File: src/rtl/dmem_pkg.sv
// Shared constants and helpers for the data-memory arbiter slice.
package dmem_pkg;

    localparam int ADDR_W     = 32;
    localparam int DATA_W     = 32;
    localparam int DEPTH_LOG2 = 5;

    // Requester identifiers as carried in the response register.
    localparam logic PORT_CORE = 1'b0;
    localparam logic PORT_LOAD = 1'b1;

    // A word access is misaligned when either byte-offset bit is set.
    function automatic logic addr_misaligned(input logic [1:0] lsb);
        return (lsb != 2'b00);
    endfunction

endpackage

File: src/rtl/rr_arb2.sv
// Two-input round-robin arbiter. The pointer remembers the port served last;
// on contention the other port wins. Resets pointing at port 1 so port 0
// gets first priority.
module rr_arb2 (
    input  logic       clk,
    input  logic       rst,
    input  logic [1:0] req,
    output logic [1:0] gnt
);

    logic last_grant;

    // Lone requester wins outright; on contention the port not served last wins.
    always_comb begin
        gnt = req;
        if (req == 2'b11) begin
            gnt = last_grant ? 2'b01 : 2'b10;
        end
    end

    // Pointer follows every grant.
    always_ff @(posedge clk or posedge rst) begin
        if (rst) begin
            last_grant <= 1'b1;
        end else if (|gnt) begin
            last_grant <= gnt[1];
        end
    end

endmodule

File: src/rtl/dmem_arbiter.sv
// Arbiter/sequencer for the single-port 32-word data memory. Port 0 is the
// core load/store path, port 1 the program/debug loader. One access is granted
// per cycle; its response (load data, store ack or misalignment error) is
// returned to the issuing port exactly one cycle later.
//
// Response register states:
//   state | meaning
//   IDLE  | rsp_pend=0, no response due this cycle
//   RESP  | rsp_pend=1, response due on port rsp_id; a new grant may overlap
module dmem_arbiter #(
    parameter int ADDR_W     = dmem_pkg::ADDR_W,
    parameter int DATA_W     = dmem_pkg::DATA_W,
    parameter int DEPTH_LOG2 = dmem_pkg::DEPTH_LOG2
) (
    input  logic                  clk,
    input  logic                  rst,

    input  logic                  r0_valid,
    output logic                  r0_ready,
    input  logic                  r0_we,
    input  logic [ADDR_W-1:0]     r0_addr,
    input  logic [DATA_W-1:0]     r0_wdata,
    output logic                  r0_rvalid,
    output logic [DATA_W-1:0]     r0_rdata,
    output logic                  r0_err,

    input  logic                  r1_valid,
    output logic                  r1_ready,
    input  logic                  r1_we,
    input  logic [ADDR_W-1:0]     r1_addr,
    input  logic [DATA_W-1:0]     r1_wdata,
    output logic                  r1_rvalid,
    output logic [DATA_W-1:0]     r1_rdata,
    output logic                  r1_err,

    output logic                  mem_en,
    output logic                  mem_we,
    output logic [DEPTH_LOG2-1:0] mem_addr,
    output logic [DATA_W-1:0]     mem_wdata,
    input  logic [DATA_W-1:0]     mem_rdata
);

    import dmem_pkg::*;

    logic [1:0]            gnt;
    logic                  gnt_any;
    logic                  gnt_id;

    logic                  sel_we;
    logic [1:0]            sel_lsb;
    logic [DEPTH_LOG2-1:0] sel_word;
    logic [DATA_W-1:0]     sel_wdata;
    logic                  sel_mis;

    logic                  rsp_pend;
    logic                  rsp_id;
    logic                  rsp_we;
    logic                  rsp_err;
    logic [DATA_W-1:0]     rsp_data;

    // Upper address bits only select a wrapped alias of the same word.
    logic unused_addr_hi;
    assign unused_addr_hi = ^{r0_addr[ADDR_W-1:DEPTH_LOG2+2], r1_addr[ADDR_W-1:DEPTH_LOG2+2]};

    rr_arb2 u_arb (
        .clk (clk),
        .rst (rst),
        .req ({r1_valid, r0_valid}),
        .gnt (gnt)
    );

    assign gnt_any  = |gnt;
    assign gnt_id   = gnt[1];
    assign r0_ready = gnt[0];
    assign r1_ready = gnt[1];

    // Steer the granted request onto the memory port; misaligned requests are
    // accepted but never reach the memory.
    always_comb begin
        sel_we    = gnt_id ? r1_we    : r0_we;
        sel_lsb   = gnt_id ? r1_addr[1:0] : r0_addr[1:0];
        sel_word  = gnt_id ? r1_addr[DEPTH_LOG2+1:2] : r0_addr[DEPTH_LOG2+1:2];
        sel_wdata = gnt_id ? r1_wdata : r0_wdata;
        sel_mis   = addr_misaligned(sel_lsb);

        mem_en    = gnt_any & ~sel_mis;
        mem_we    = gnt_any & ~sel_mis & sel_we;
        mem_addr  = sel_word;
        mem_wdata = sel_wdata;
    end

    // Capture the accepted request so its response can be routed next cycle.
    always_ff @(posedge clk or posedge rst) begin
        if (rst) begin
            rsp_pend <= 1'b0;
            rsp_id   <= PORT_CORE;
            rsp_we   <= 1'b0;
            rsp_err  <= 1'b0;
        end else begin
            rsp_pend <= gnt_any;
            if (gnt_any) begin
                rsp_id  <= gnt_id;
                rsp_we  <= sel_we;
                rsp_err <= sel_mis;
            end
        end
    end

    // Route the response to the issuing port; only loads pass memory data.
    always_comb begin
        rsp_data  = (rsp_we || rsp_err) ? '0 : mem_rdata;

        r0_rvalid = rsp_pend && (rsp_id == PORT_CORE);
        r1_rvalid = rsp_pend && (rsp_id == PORT_LOAD);
        r0_err    = r0_rvalid && rsp_err;
        r1_err    = r1_rvalid && rsp_err;
        r0_rdata  = r0_rvalid ? rsp_data : '0;
        r1_rdata  = r1_rvalid ? rsp_data : '0;
    end

endmodule

File: config.mk
export PLATFORM = sky130hd
export DESIGN_NAME = dmem_arbiter
export DESIGN_NICKNAME = d
export VERILOG_FILES = /design/src/rtl/dmem_pkg.sv /design/src/rtl/rr_arb2.sv /design/src/rtl/dmem_arbiter.sv
export SDC_FILE = /design/constraint.sdc
export NUM_CORES = 1
export LEC_CHECK = 0
export CAP_MARGIN = 10
export CELL_PAD_IN_SITES_DETAIL_PLACEMENT = 0
export CELL_PAD_IN_SITES_GLOBAL_PLACEMENT = 1
export CORE_MARGIN = 2
export CORE_UTILIZATION = 10
export CTS_BUF_LIST = sky130_fd_sc_hd__clkbuf_8
export DETAILED_ROUTE_END_ITERATION = 6
export GPL_TIMING_DRIVEN = 0
export HOLD_SLACK_MARGIN = 0.06
export PLACE_DENSITY = 0.95
export SLEW_MARGIN = 20
export SYNTH_ARGS = -nofsm -noshare
export SYNTH_HDL_FRONTEND = slang
export SYNTH_SLANG_ARGS = --single-unit
File: constraint.sdc
create_clock -name clk -period 1.4 [get_ports clk]
set_input_delay 0.21 -clock clk [delete_from_list [all_inputs] [get_ports clk]]
set_output_delay 0.21 -clock clk [all_outputs]
set_load 0.02 [all_outputs]
==> impl_metrics.json, run 1 <==
{
  "run_status": "finished with violations",
  "violations": "setup timing",
  "cap_viol_max_count": 0,
  "gr-total-overflow": 0,
  "synth_nets": 310,
  "clockRootBuffer": "clkbuf_8",
  "die_y_um": 115.7,
  "core_um2": 12110,
  "syn_to_final_growth_pct": 243.5,
  "max-vdd-ir-drop_uv": 256.0,
  "port_buffers": 224,
  "pwr_density_cell_nw_per_um2": 462.5,
  "cp_common_cell": "buf_12",
  "n_fill_cell": 1226,
  "cts_sinks": 5,
  "clock_latency_ns": 0.22,
  "crit_chain": "a21boi_4, buf_12, buf_12, nand3b_1, a21oi_4, buf_6",
  "final.period_utilization_pct": 130.4,
  "finalClockSkew_ns": 0.003148,
  "avgRoutedWirePerCell_um": 14.66,
  "detail-route-antenna-nets": 0,
  "timing_worst_setup_path_type": "register to output port",
  "routed_via_density": 3.597,
  "reg2reg_from": "u_arb.last_grant$_DFFE_PP1P_",
  "antenna_found_initial": 0,
  "regArea_um2": 126.4,
  "grt_pass1_wl_um": 11470,
  "grt_pass1_vias": 2056,
  "drt_iter0_markers": 48,
  "start_util_pct": 10.31,
  "firstDrtPassIters": 4,
  "hold_violations": 0,
  "drc": 0,
  "die_w_um": 115.7,
  "hold_class": "input pin to async pin",
  "finish.net_count": 558,
  "cts.path.max_buffers": 2,
  "synth_cells": 144,
  "rows": 40,
  "antenna_cells": 0,
  "grt_max_degree": 11,
  "routed_wl_um": 8197,
  "ys_ff_latch": 5,
  "cts_buffers": 3,
  "path_buf_inv": 3,
  "avgSynthCellArea_um2": 8.672,
  "grtUsageTotal_pct": 11.21,
  "path_delay_family": "flip-flops",
  "setup_viol": 106,
  "relSlewSlack_pct": 80.08,
  "fin_ws_ns": -0.4251,
  "r2r-end": "rsp_err$_DFFE_PP0P_",
  "hpwl_um": 6714,
  "cts_tree": "yes",
  "gp_congestion": 0.7429,
  "ys_seq_area_share_pct": 10.12,
  "dieArea_um2": 13400,
  "period_minus_slack_ns": 1.825,
  "power.leakage_uw": 0.001906,
  "reg2reg_slack_ns": 0.10,
  "rsz0062_at_grt": "yes",
  "worst_pin_slew_ns": 0.2988,
  "fmax_mhz": 547.9,
  "cp_max_fo": 8,
  "ioPinCount": 275,
  "start_kind": "register",
  "multi_input_area_um2": 1202,
  "yosys_warnings": 0,
  "syn-cell-area_um2": 1249,
  "hold_ws_ns": 0.1924,
  "ys_types": 26,
  "drive_gt1_share_pct": 65.22,
  "num_vias": 2011,
  "cpPeakStageDelay_ns": 0.57,
  "crit_path_end_kind": "output port",
  "rr_worst_depth": 6,
  "clkTransAtPathRegs_ns": 0.04,
  "finish.utilization_pct": 35.41,
  "cts_hold_buffers": 0,
  "htree_levels": 1,
  "required_ns": 1.19,
  "finalMaxSlewViolations": 0,
  "cp_data_arrival_time_ns": 1.62,
  "critical_path.slowest_cell": "dfstp_2"
}
==> worst reg2reg max path: cells and delay by family (launching register included) <==
family | cells | cell delay [ns]
AND/OR/NAND/NOR | 1 | 0.09
buffers and inverters | 3 | 0.41
flip-flops | 1 | 0.57
AO/OA/AOI/OAI | 2 | 0.17
==> cells by family (layout without fill, tap and decap cells) <==
group | after synthesis | count (layout) | synth area share, %
compound gates | 8 | 8 | 5.612
buf+inv | 12 | 259 | 6.512
flops | 5 | 5 | 10.12
mux | 37 | 37 | 33.37
simple gates | 82 | 82 | 44.39
==> registers in the layout (all words and copies together) (netlist names) <==
register,cells
rsp_err,1
rsp_id,1
rsp_pend,1
rsp_we,1
u_arb.last_grant,1
==> layer usage <==
metal / part of all wire [%] / up-vias / global-route usage [%]
met5: 0 / - / 0
met4: 0.70 / 0 / 1.349
met3: 11 / 4 / 2.772
met2: 55 / 153 / 23.43
met1: 34 / 884 / 11.29
li1: - / 970 / -
==> cells in the final DEF (no fill, tap or decap), drive strengths merged, types with 2 or more instances in the layout <==
cell,Yosys,final
clkdlybuf4s15,0,2
inv,2,3
dfrtp,4,4
mux2,37,37
clkbuf,6,6
clkdlybuf4s50,0,113
buf,4,133
and2,67,67
a21oi,2,2
a21boi,2,2
dlygate4sd2,0,2
nor3b,2,2
nor2,7,7
==> how the worst max path moves through the flow <==
stage / start / depth (start not counted) / slack [ns] / end
3_3_place_gp: r1_valid / 5 / -1.16 / mem_wdata[29]
3_5_place_dp: r1_valid / 5 / -1.19 / mem_wdata[29]
4_1_cts: u_arb.last_grant$_DFFE_PP1P_ / 6 / -0.48 / mem_we
5_1_grt: rsp_id$_DFFE_PP0P_ / 7 / -0.50 / r0_rdata[20]
2_1_floorplan: rsp_id$_DFFE_PP0P_ / 4 / -0.04 / r0_rdata[10]
6_report: u_arb.last_grant$_DFFE_PP1P_ / 6 / -0.43 / mem_we
==> final cells by class <==
class	instances	area share [%]
clock buffer	3	0.9627
multi-input combinational	127	28.03
inverter	2	0.1750
sequential	5	2.946
tap	168	4.901
clock inverter	1	0.08751
buffer	8	2.859
timing repair buffer	245	60.04
==> power by group <==
part	internal (uW)	leakage, uW	switching [uW]
clock	188	0.0000269	66.8
sequential	166	0.0000548	27.3
combinational	940	0.00182	596
==> cell usage after synthesis <==
cell        n  share of area, %
a21boi_0    1              0.60
nor3b_4     2               3.0
a21boi_4    1               1.5
a31o_2      1              0.70
a2bb2oi_1   1              0.70
or2_2       1              0.50
buf_6       4               3.6
dfstp_2     1               2.1
and3_2      1              0.60
mux2_1      2               1.8
a21oi_1     2              0.80
and2_2     19                11
nand2b_1    1              0.50
mux2_2     35                32
a22oi_1     1              0.60
and2_1     47                24
o22a_1      1              0.70
nand3b_1    1              0.60
and2_4      1              0.70
dfrtp_1     4               8.0
inv_1       2              0.60
clkbuf_1    1              0.30
nor2_1      7               2.1
nor2b_4     1               1.1
nand2_1     1              0.30
clkbuf_2    5               2.0
==> timing repair <==
item / in CTS / in global routing
setup buffers: 13 / 7
setup endpoints to repair: 111 / 107
gates resized for setup: 685 / 27
endpoints found under the hold margin: 0 / 0
cloned: 5 / 0
pin swaps: 35 / 3
==> through the flow <==
stage               area (um^2)  power, uW  TNS, ns  setup slack (ns)  std cells
floorplan                  1353      778.9   -1.925          -0.04121        144
global placement           3805       1514   -91.10            -1.155        536
detailed placement         3805       1529   -94.05            -1.188        536
CTS                        4229       1992   -39.31           -0.4766        557
global route               4289       2096   -42.97           -0.4992        559
finish                     4289       1984   -35.83           -0.4251        559
(Power assumes the default switching activity.)
==> run 2: changes to the inputs <==
Settings changed: CTS_CLUSTER_SIZE set to 25.
==> results of run 2 <==
Same layout as run 1: the final DEF is identical, and so are final timing and power.
==> run 3: changes to the inputs <==
Settings changed: GPL_TIMING_DRIVEN 0 to unset.
==> impl_metrics.json, run 3 (synthesis results as in run 1) <==
{
  "run_status": "finished with violations",
  "violations": "setup timing",
  "timing_worst_setup_path_type": "register to output port",
  "required_ns": 1.19,
  "cap_viol_max_count": 0,
  "cts_tree": "yes",
  "period_minus_slack_ns": 1.807,
  "hold_violations": 0,
  "cts.path.max_buffers": 2,
  "die_y_um": 115.7,
  "clockRootBuffer": "clkbuf_8",
  "die_w_um": 115.7,
  "num_vias": 2100,
  "gr-total-overflow": 0,
  "critical_path.slowest_cell": "dfstp_2",
  "cp_data_arrival_time_ns": 1.60,
  "grt_max_degree": 33,
  "rsz0062_at_grt": "yes",
  "drc": 0,
  "hold_class": "input pin to async pin",
  "drt_iter0_markers": 34,
  "port_buffers": 224,
  "drive_gt1_share_pct": 67.01,
  "grtUsageTotal_pct": 11.90,
  "cpPeakStageDelay_ns": 0.56,
  "gp_congestion": 0.7381,
  "routed_via_density": 3.737,
  "post-place-cells": 540,
  "start_util_pct": 10.31,
  "finish.net_count": 561,
  "crit_path_end_kind": "output port",
  "final_common_cell": "clkdlybuf4s50_1",
  "power.leakage_uw": 0.002017,
  "place_ws_ns": -0.8659,
  "avgRoutedWirePerCell_um": 15.78,
  "syn_to_final_growth_pct": 256.5,
  "clkTransAtPathRegs_ns": 0.04,
  "setup_viol": 106,
  "detail-route-antenna-nets": 0,
  "max-vdd-ir-drop_uv": 302.3,
  "cts_buffers": 3,
  "fin_ws_ns": -0.4072,
  "hold_ws_ns": 0.1921,
  "startpoint": "u_arb.last_grant$_DFFE_PP1P_",
  "path_delay_family": "flip-flops",
  "finish.utilization_pct": 36.76,
  "final.period_utilization_pct": 129.1,
  "finalClockSkew_ns": 0.0002553,
  "cts_hold_buffers": 0,
  "pwr_density_cell_nw_per_um2": 480.3,
  "dieArea_um2": 13400,
  "antenna_found_initial": 0,
  "grt_pass1_wl_um": 12050,
  "crit_chain": "a21boi_4, buf_6, buf_12, mux2_4, buf_6",
  "n_fill_cell": 1197,
  "grt_pass1_vias": 2223,
  "cts_sinks": 5,
  "antenna_cells": 0,
  "fin_cells": 562,
  "relSlewSlack_pct": 76.38,
  "ioPinCount": 275,
  "layout_common_cells": "113 x clkdlybuf4s50_1, 109 x buf_6, 46 x and2_4",
  "final_area_um2": 4452,
  "worst_pin_slew_ns": 0.3542,
  "hpwl_um": 6592,
  "cp_common_cell": "buf_6",
  "htree_levels": 1,
  "clock_latency_ns": 0.22,
  "place_area_um2": 3864,
  "finalMaxSlewViolations": 0,
  "routed_wl_um": 8871,
  "rows": 40,
  "core_um2": 12110,
  "start_kind": "register",
  "cp_max_fo": 8,
  "path_buf_inv": 3,
  "fmax_mhz": 553.3,
  "firstDrtPassIters": 4,
  "reg2reg_from": "u_arb.last_grant$_DFFE_PP1P_"
}
run 3: cell count changes in the layout (fill, tap and decap cells not counted), moves of 2 or more:
| cell | delta |
|---|---|
| buf_4 | +8 |
| mux2_2 | -17 |
| buf_16 | +3 |
| buf_12 | +2 |
| mux2_4 | +17 |
| buf_8 | -7 |
| clkbuf_8 | -3 |
| and2_4 | -2 |
| dfrtp_2 | +2 |
| dfrtp_1 | -2 |
| buf_2 | -3 |
| and2_2 | +3 |
| buf_6 | +3 |
run 3: what timing repair did:
action                                  in CTS  in global routing
pin swaps                                    2                 34
endpoints found under the setup margin     109                109
resized for setup                          593                135
gates cloned                                 6                  1
setup buffers                               13                  3
run 3: cell type report:
class	instances	area (um^2)	area share (%)
clock buffers	3	41.29	0.9275
clock inverters	1	3.754	0.08432
inverters	2	7.507	0.1686
multi-input cells	127	1292	29.03
flip-flops and latches	5	128.9	2.895
well taps	168	210.2	4.722
repair buffers	256	2768	62.17
run 3: stage by stage:
step	setup TNS [ns]	total power, uW
4_1_cts	-41.58	2062
2_1_floorplan	-1.925	778.9
3_3_place_gp	-65.68	1541
5_1_grt	-41.38	2251
3_5_place_dp	-70.43	1555
6_report	-34.79	2138
run 3: where the power goes:
group	internal [uW]	total, uW	switching [uW]
clock	188	265	76.4
sequential	168	195	27.5
combinational	1040	1680	636
run 3: worst paths after layout:
check | to | slack (ns) | cells after the start
worst min-delay path | rsp_we$_DFFE_PP0P_ | 0.19 | 2
max in group asynchronous | u_arb.last_grant$_DFFE_PP1P_ | 0.97 | 2
worst max-delay path | mem_wdata[14] | -0.41 | 5
worst max register to register | rsp_err$_DFFE_PP0P_ | -0.17 | 7
min in group clk | u_arb.last_grant$_DFFE_PP1P_ | 0.51 | 3
worst min register to register | rsp_err$_DFFE_PP0P_ | 0.71 | 2
run 3: routing by layer:
metal / routed length, um / vias to the layer above / GRT usage (%)
met5: 0 / - / 0
met4: 46 / 0 / 1.905
met3: 905 / 6 / 3.295
met2: 4946 / 160 / 24.72
met1: 2972 / 955 / 11.70
li1: - / 979 / -
